## src/rtl/cpu_defs_pkg.sv

```systemverilog
// Shared definitions for the instruction fetch path: FSM states, next-PC
// select codes and the default halt opcode.
package cpu_defs_pkg;

    typedef enum logic [1:0] {
        ST_IDLE  = 2'b00,
        ST_RUN   = 2'b01,
        ST_HALT  = 2'b10,
        ST_FAULT = 2'b11
    } fetch_state_t;

    localparam logic [1:0] PCSRC_SEQ = 2'b00;
    localparam logic [1:0] PCSRC_BR  = 2'b01;
    localparam logic [1:0] PCSRC_J   = 2'b10;

    localparam logic [5:0] HALT_OPCODE_DEF = 6'b111111;

    // A fetch address is usable only if word aligned and inside the ROM.
    function automatic logic addr_in_rom(input logic [31:0] addr, input logic [31:0] rom_bytes);
        return (addr[1:0] == 2'b00) && (addr < rom_bytes);
    endfunction

endpackage

```

## src/rtl/next_pc_calc.sv

```systemverilog
// Combinational next-PC selection: sequential, PC-relative branch or J-type jump.
module next_pc_calc
    import cpu_defs_pkg::*;
(
    input  logic [31:0] pc,
    input  logic [1:0]  pc_src,
    input  logic [31:0] imm_ext,
    input  logic [25:0] jump_target,
    output logic [31:0] next_pc
);

    logic [31:0] pc4;

    assign pc4 = pc + 32'd4;

    always_comb begin
        next_pc = pc4;
        case (pc_src)
            PCSRC_BR: next_pc = pc4 + (imm_ext << 2);
            PCSRC_J:  next_pc = {pc4[31:28], jump_target, 2'b00};
            default:  next_pc = pc4;    // reserved code behaves as sequential
        endcase
    end

endmodule

```

## src/rtl/pc_fetch_ctrl.sv

```systemverilog
// Fetch sequencer: owns the PC, drives the ROM address and stops on the
// halt opcode or on an unusable next fetch address.
module pc_fetch_ctrl
    import cpu_defs_pkg::*;
#(
    parameter int unsigned ROM_WORDS   = 20,
    parameter logic [31:0] RESET_PC    = 32'h0000_0000,
    parameter logic [5:0]  HALT_OPCODE = HALT_OPCODE_DEF
) (
    input  logic        CLK,
    input  logic        Reset,
    input  logic        start,
    input  logic        stall,
    input  logic [1:0]  PCSrc,
    input  logic [31:0] immExt,
    input  logic [25:0] jumpTarget,
    input  logic [31:0] instruction,
    output logic [31:0] romAddr,
    output logic [31:0] curPC,
    output logic [31:0] nextPC,
    output logic        PCWre,
    output logic [1:0]  state,
    output logic        halted,
    output logic        fault,
    output logic [15:0] retireCnt
);

    localparam logic [31:0] ROM_BYTES = 32'(ROM_WORDS * 4);

    fetch_state_t state_reg, state_next;
    logic [31:0]  pc_reg, pc_next;
    logic [15:0]  cnt_reg, cnt_next;
    logic         halted_reg, fault_reg;
    logic         pc_we;
    logic [31:0]  cand_pc;

    next_pc_calc u_next_pc (
        .pc          (pc_reg),
        .pc_src      (PCSrc),
        .imm_ext     (immExt),
        .jump_target (jumpTarget),
        .next_pc     (cand_pc)
    );

    always_comb begin
        state_next = state_reg;
        pc_next    = pc_reg;
        cnt_next   = cnt_reg;
        pc_we      = 1'b0;
        case (state_reg)
            ST_IDLE: begin
                if (start) state_next = ST_RUN;
            end
            ST_RUN: begin
                // Halt beats stall, and a stalled cycle never faults.
                if (instruction[31:26] == HALT_OPCODE) begin
                    state_next = ST_HALT;
                end else if (stall) begin
                    state_next = ST_RUN;
                end else if (!addr_in_rom(cand_pc, ROM_BYTES)) begin
                    state_next = ST_FAULT;
                end else begin
                    pc_we   = 1'b1;
                    pc_next = cand_pc;
                    if (cnt_reg != 16'hFFFF) cnt_next = cnt_reg + 16'd1;
                end
            end
            default: begin
                if (start) begin
                    pc_next    = RESET_PC;
                    cnt_next   = 16'd0;
                    state_next = ST_RUN;
                end
            end
        endcase
    end

    always_ff @(posedge CLK or posedge Reset) begin
        if (Reset) begin
            state_reg  <= ST_IDLE;
            pc_reg     <= RESET_PC;
            cnt_reg    <= 16'd0;
            halted_reg <= 1'b0;
            fault_reg  <= 1'b0;
        end else begin
            state_reg  <= state_next;
            pc_reg     <= pc_next;
            cnt_reg    <= cnt_next;
            halted_reg <= (state_next == ST_HALT);
            fault_reg  <= (state_next == ST_FAULT);
        end
    end

    assign romAddr   = pc_reg;
    assign curPC     = pc_reg;
    assign nextPC    = cand_pc;
    assign PCWre     = pc_we;
    assign state     = state_reg;
    assign halted    = halted_reg;
    assign fault     = fault_reg;
    assign retireCnt = cnt_reg;

endmodule

```

## config.mk

```make
export PLATFORM = sky130hd
export DESIGN_NAME = pc_fetch_ctrl
export DESIGN_NICKNAME = d
export VERILOG_FILES = /design/src/rtl/cpu_defs_pkg.sv /design/src/rtl/next_pc_calc.sv /design/src/rtl/pc_fetch_ctrl.sv
export SDC_FILE = /design/constraint.sdc
export NUM_CORES = 1
export LEC_CHECK = 0
export CORE_MARGIN = 8
export CORE_UTILIZATION = 60
export CTS_CLUSTER_SIZE = 24
export DETAILED_ROUTE_END_ITERATION = 16
export DONT_BUFFER_PORTS = 1
export PLACE_DENSITY = 0.74
export SKIP_CTS_REPAIR_TIMING = 1
export SLEW_MARGIN = 40
export SYNTH_ARGS = -nofsm -noshare
export SYNTH_HDL_FRONTEND = slang
export SYNTH_SLANG_ARGS = --single-unit
```

## constraint.sdc

```tcl
create_clock -name CLK -period 14.7 [get_ports CLK]
set_clock_uncertainty 0.2 [all_clocks]
set_input_delay 1.47 -clock CLK [delete_from_list [all_inputs] [get_ports CLK]]
set_output_delay 1.47 -clock CLK [all_outputs]
set_load 0.02 [all_outputs]
```

==> out/qor.txt <==
Mapped Cells: 715
Avg Cell Area, Syn: 7.81 sq um
Area of the multi-input gates: 3790 sq um
Crit share post-route: 51.0%
Cell Count, Final, Fillers Out: 772
Number of max-cap violations: 0
CTS Sinks: 52
Grt total ovfl: 0
Detailed Place HPWL: 13700 um
Fin crit period: 7.49 ns
Psw: 174 uW
Internal: 233 uW
Placer Congestion: 0.979
Syn. warnings: 0
Synth Area in Adders: 7.98%
Pwr Density: 74.3 nW/um^2
Final Worst Setup Slack: 7.21 ns
Layout Nets: 791
Worst Path Required: 13.03 ns
Worst relative slew slack: 43.3%
Leakage: 2.67 nW
Bufs on Longest Clock Path: 2
Flop pwr share: 45.0%
Mapped Nets: 846
Initial antenna violation count: 0
CTS H-tree lvls: 2
Routed Antenna Nets: 0
Yosys cell types: 62
Core ar.: 9150 sq um
Final hold slack: 0.470 ns
Area Growth Syn to Fin: -1.79%
DIE HEIGHT: 112 um
Largest net degree at the start of global routing: 53
EDFF count, synth: 0
Clock Power Share: 19.0%
CP Launch Type: flip-flop
Switching share of power: 42.7%
Sequential-to-total area share from yosys stat: 23.3%
Setup WS pre-CTS: 7.59 ns
CTS clk-pin slew, worst paths: 0.09 ns
Max IR drop VDD: 79.0 uV
CP Capture Type: output port
Ys flop type: dfrtp_1
Input/output buffers: 0
Largest fanout on the critical path: 27
Mapped cell area: 5580 sq um
Comb pwr share: 36.1%
Synth Register Bits: 52
Filler cell count: 842
Boundary Pins: 213
Multiplexer share of the synthesized area: 4.19%
Clk Latency, worst-skew pair: 0.29 ns
Setup TNS: 0 ns
Register area: 1300 sq um
Status: completed
FP Rows: 35
# DRC: 0
Count of final setup violators: 0
Synth Area in XOR/XNOR: 5.96%
Async SR Flop Fraction: 100%
Vias/cell: 6.85
Worst Path Arrival: 5.82 ns
Proportion of layout cells with a drive suffix above 1: 5.00%
RSZ-0062 raised after global routing: false
Starting Density: 61.0%
Worst hold-check path type: flip-flop to flip-flop
Routed WL per cell: 22.6 um
Die area: 12600 sq um
Via count: 5290
Pins over their slew limit: 0
Total wire length: 17500 um
Cell count after placement: 764
Main combinational cell family by area after synthesis: simple AND/OR/NAND/NOR gates
First-pass GRT wire length: 26800 um
Synth Area in Simple Gates: 28.1%
Max Fclk: 134 MHz
Die Wd: 112 um
CP Class: flip-flop to output port
CTS buffer count: 5
Total global-route track usage: 26.1%
Largest register FFs: 32
Final hold vios: 0
TritonCTS clock tree: done
Initial drt markers: 494
CTS root buf: clkbuf_8
Number of global-route vias before repair: 4951
1st-pass router iterations: 5
Fraction of the mapped netlist area in compound gates: 21.4%
Worst Max-Slew Pin Slew: 0.844 ns
per-layer routing:
| metal | vias to the layer above | GRT usage (%) | wire length [um] |
|---|---|---|---|
| met4 | 0 | 5.94 | 286 |
| met1 | 2516 | 31.7 | 6940 |
| met5 | - | 0 | 0 |
| met3 | 28 | 7.84 | 1820 |
| li1 | 2483 | - | - |
| met2 | 263 | 44.6 | 8440 |
worst max-delay path, cell delays in order, from the launching register on:
cell	delay (ns)
dfrtp_1	0.74
nand4_1	0.29
or3_1	0.61
nor4_1	0.43
xor2_1	0.38
ha_1	0.40
a21oi_1	0.28
o21ai_0	0.21
a211oi_1	0.32
o2111ai_1	0.21
mux2i_1	0.19
nand3_1	0.28
nor4_1	0.46
o211ai_1	0.22
nor3_4	0.15
buf_4	0.34
path summary, 6_finish.rpt:
check | startpoint | to | slack, ns | cells past startpoint
setup reg to reg | curPC[11]$_DFFE_PP0P_ | retireCnt[0]$_DFFE_PP0P_ | 8.33 | 17
setup / recovery | curPC[11]$_DFFE_PP0P_ | PCWre | 7.21 | 15
min in group asynchronous | Reset | state[0]$_DFF_PP0_ | 0.92 | 1
hold / removal | retireCnt[15]$_DFFE_PP0P_ | retireCnt[15]$_DFFE_PP0P_ | 0.47 | 2
max in group asynchronous | Reset | curPC[17]$_DFFE_PP0P_ | 12.95 | 1
hold reg to reg | retireCnt[15]$_DFFE_PP0P_ | retireCnt[15]$_DFFE_PP0P_ | 0.47 | 2
kinds of logic (layout without fill, tap and decap cells):
logic type	count (synthesis)	count (layout)
other cells	0	1
mux	23	23
fa+ha+maj	35	35
xor+xnor	38	38
simple gates	296	296
flops	52	52
buf+inv	100	45
compound gates	171	171
cell usage in the layout, fill, tap and decap left out, drive strengths merged, types with 18 or more instances in the layout:
cell,n
o21ai,28
ha,34
and3,27
nand2,72
dfrtp,52
nor3,24
nor2,34
and2,35
nand4,18
nand3,30
mux2i,20
xnor2,25
inv,33
a21oi,40
cell type report:
cell class | instances | area share (%)
timing repair buffer | 5 | 0.685
tap | 111 | 2.53
multi-input combinational | 563 | 69.2
sequential | 52 | 23.7
clock buffer | 5 | 1.26
antenna | 1 | 0.0456
inverter | 33 | 2.30
clock inverter | 2 | 0.228
cells in the mapped netlist (all sizes together), types with 8 or more instances:
| library cell | instances | area [sq um] |
|---|---|---|
| xnor2 | 25 | 219 |
| buf | 39 | 275 |
| a21o | 11 | 82.6 |
| nand4 | 18 | 113 |
| nor3 | 24 | 136 |
| nand2b | 13 | 81.3 |
| dfrtp | 52 | 1300 |
| o21ai | 28 | 140 |
| ha | 34 | 425 |
| and3 | 27 | 169 |
| mux2i | 20 | 200 |
| nor4 | 10 | 62.6 |
| clkbuf | 28 | 105 |
| nand3 | 30 | 150 |
| and2 | 35 | 219 |
| a22oi | 8 | 60.1 |
| nor2 | 34 | 130 |
| inv | 33 | 124 |
| xor2 | 13 | 114 |
| nand2 | 72 | 270 |
| a21oi | 40 | 200 |
| o21a | 13 | 97.6 |
| or3 | 8 | 50.1 |
| a221oi | 8 | 76.3 |
power groups by stage:
stage / Sequential, mW / Clock [mW] / Combinational [mW]
after floorplan: 0.172 / 0 / 0.132
after global placement: 0.185 / 0 / 0.139
after detailed placement: 0.186 / 0 / 0.143
after CTS: 0.183 / 0.0794 / 0.144
after global routing: 0.185 / 0.0834 / 0.159
final: 0.183 / 0.0772 / 0.147
per-stage QoR:
| step | utilization [%] | area, sq um | total power, mW |
|---|---|---|---|
| CTS | 59.9 | 5480 | 0.407 |
| floorplan | - | 5580 | 0.304 |
| finish | 59.9 | 5480 | 0.407 |
| global placement | 58.8 | 5380 | 0.324 |
| detailed placement | 59.0 | 5400 | 0.330 |
| global route | 59.9 | 5480 | 0.428 |
Power figures use the tool's default switching activity.
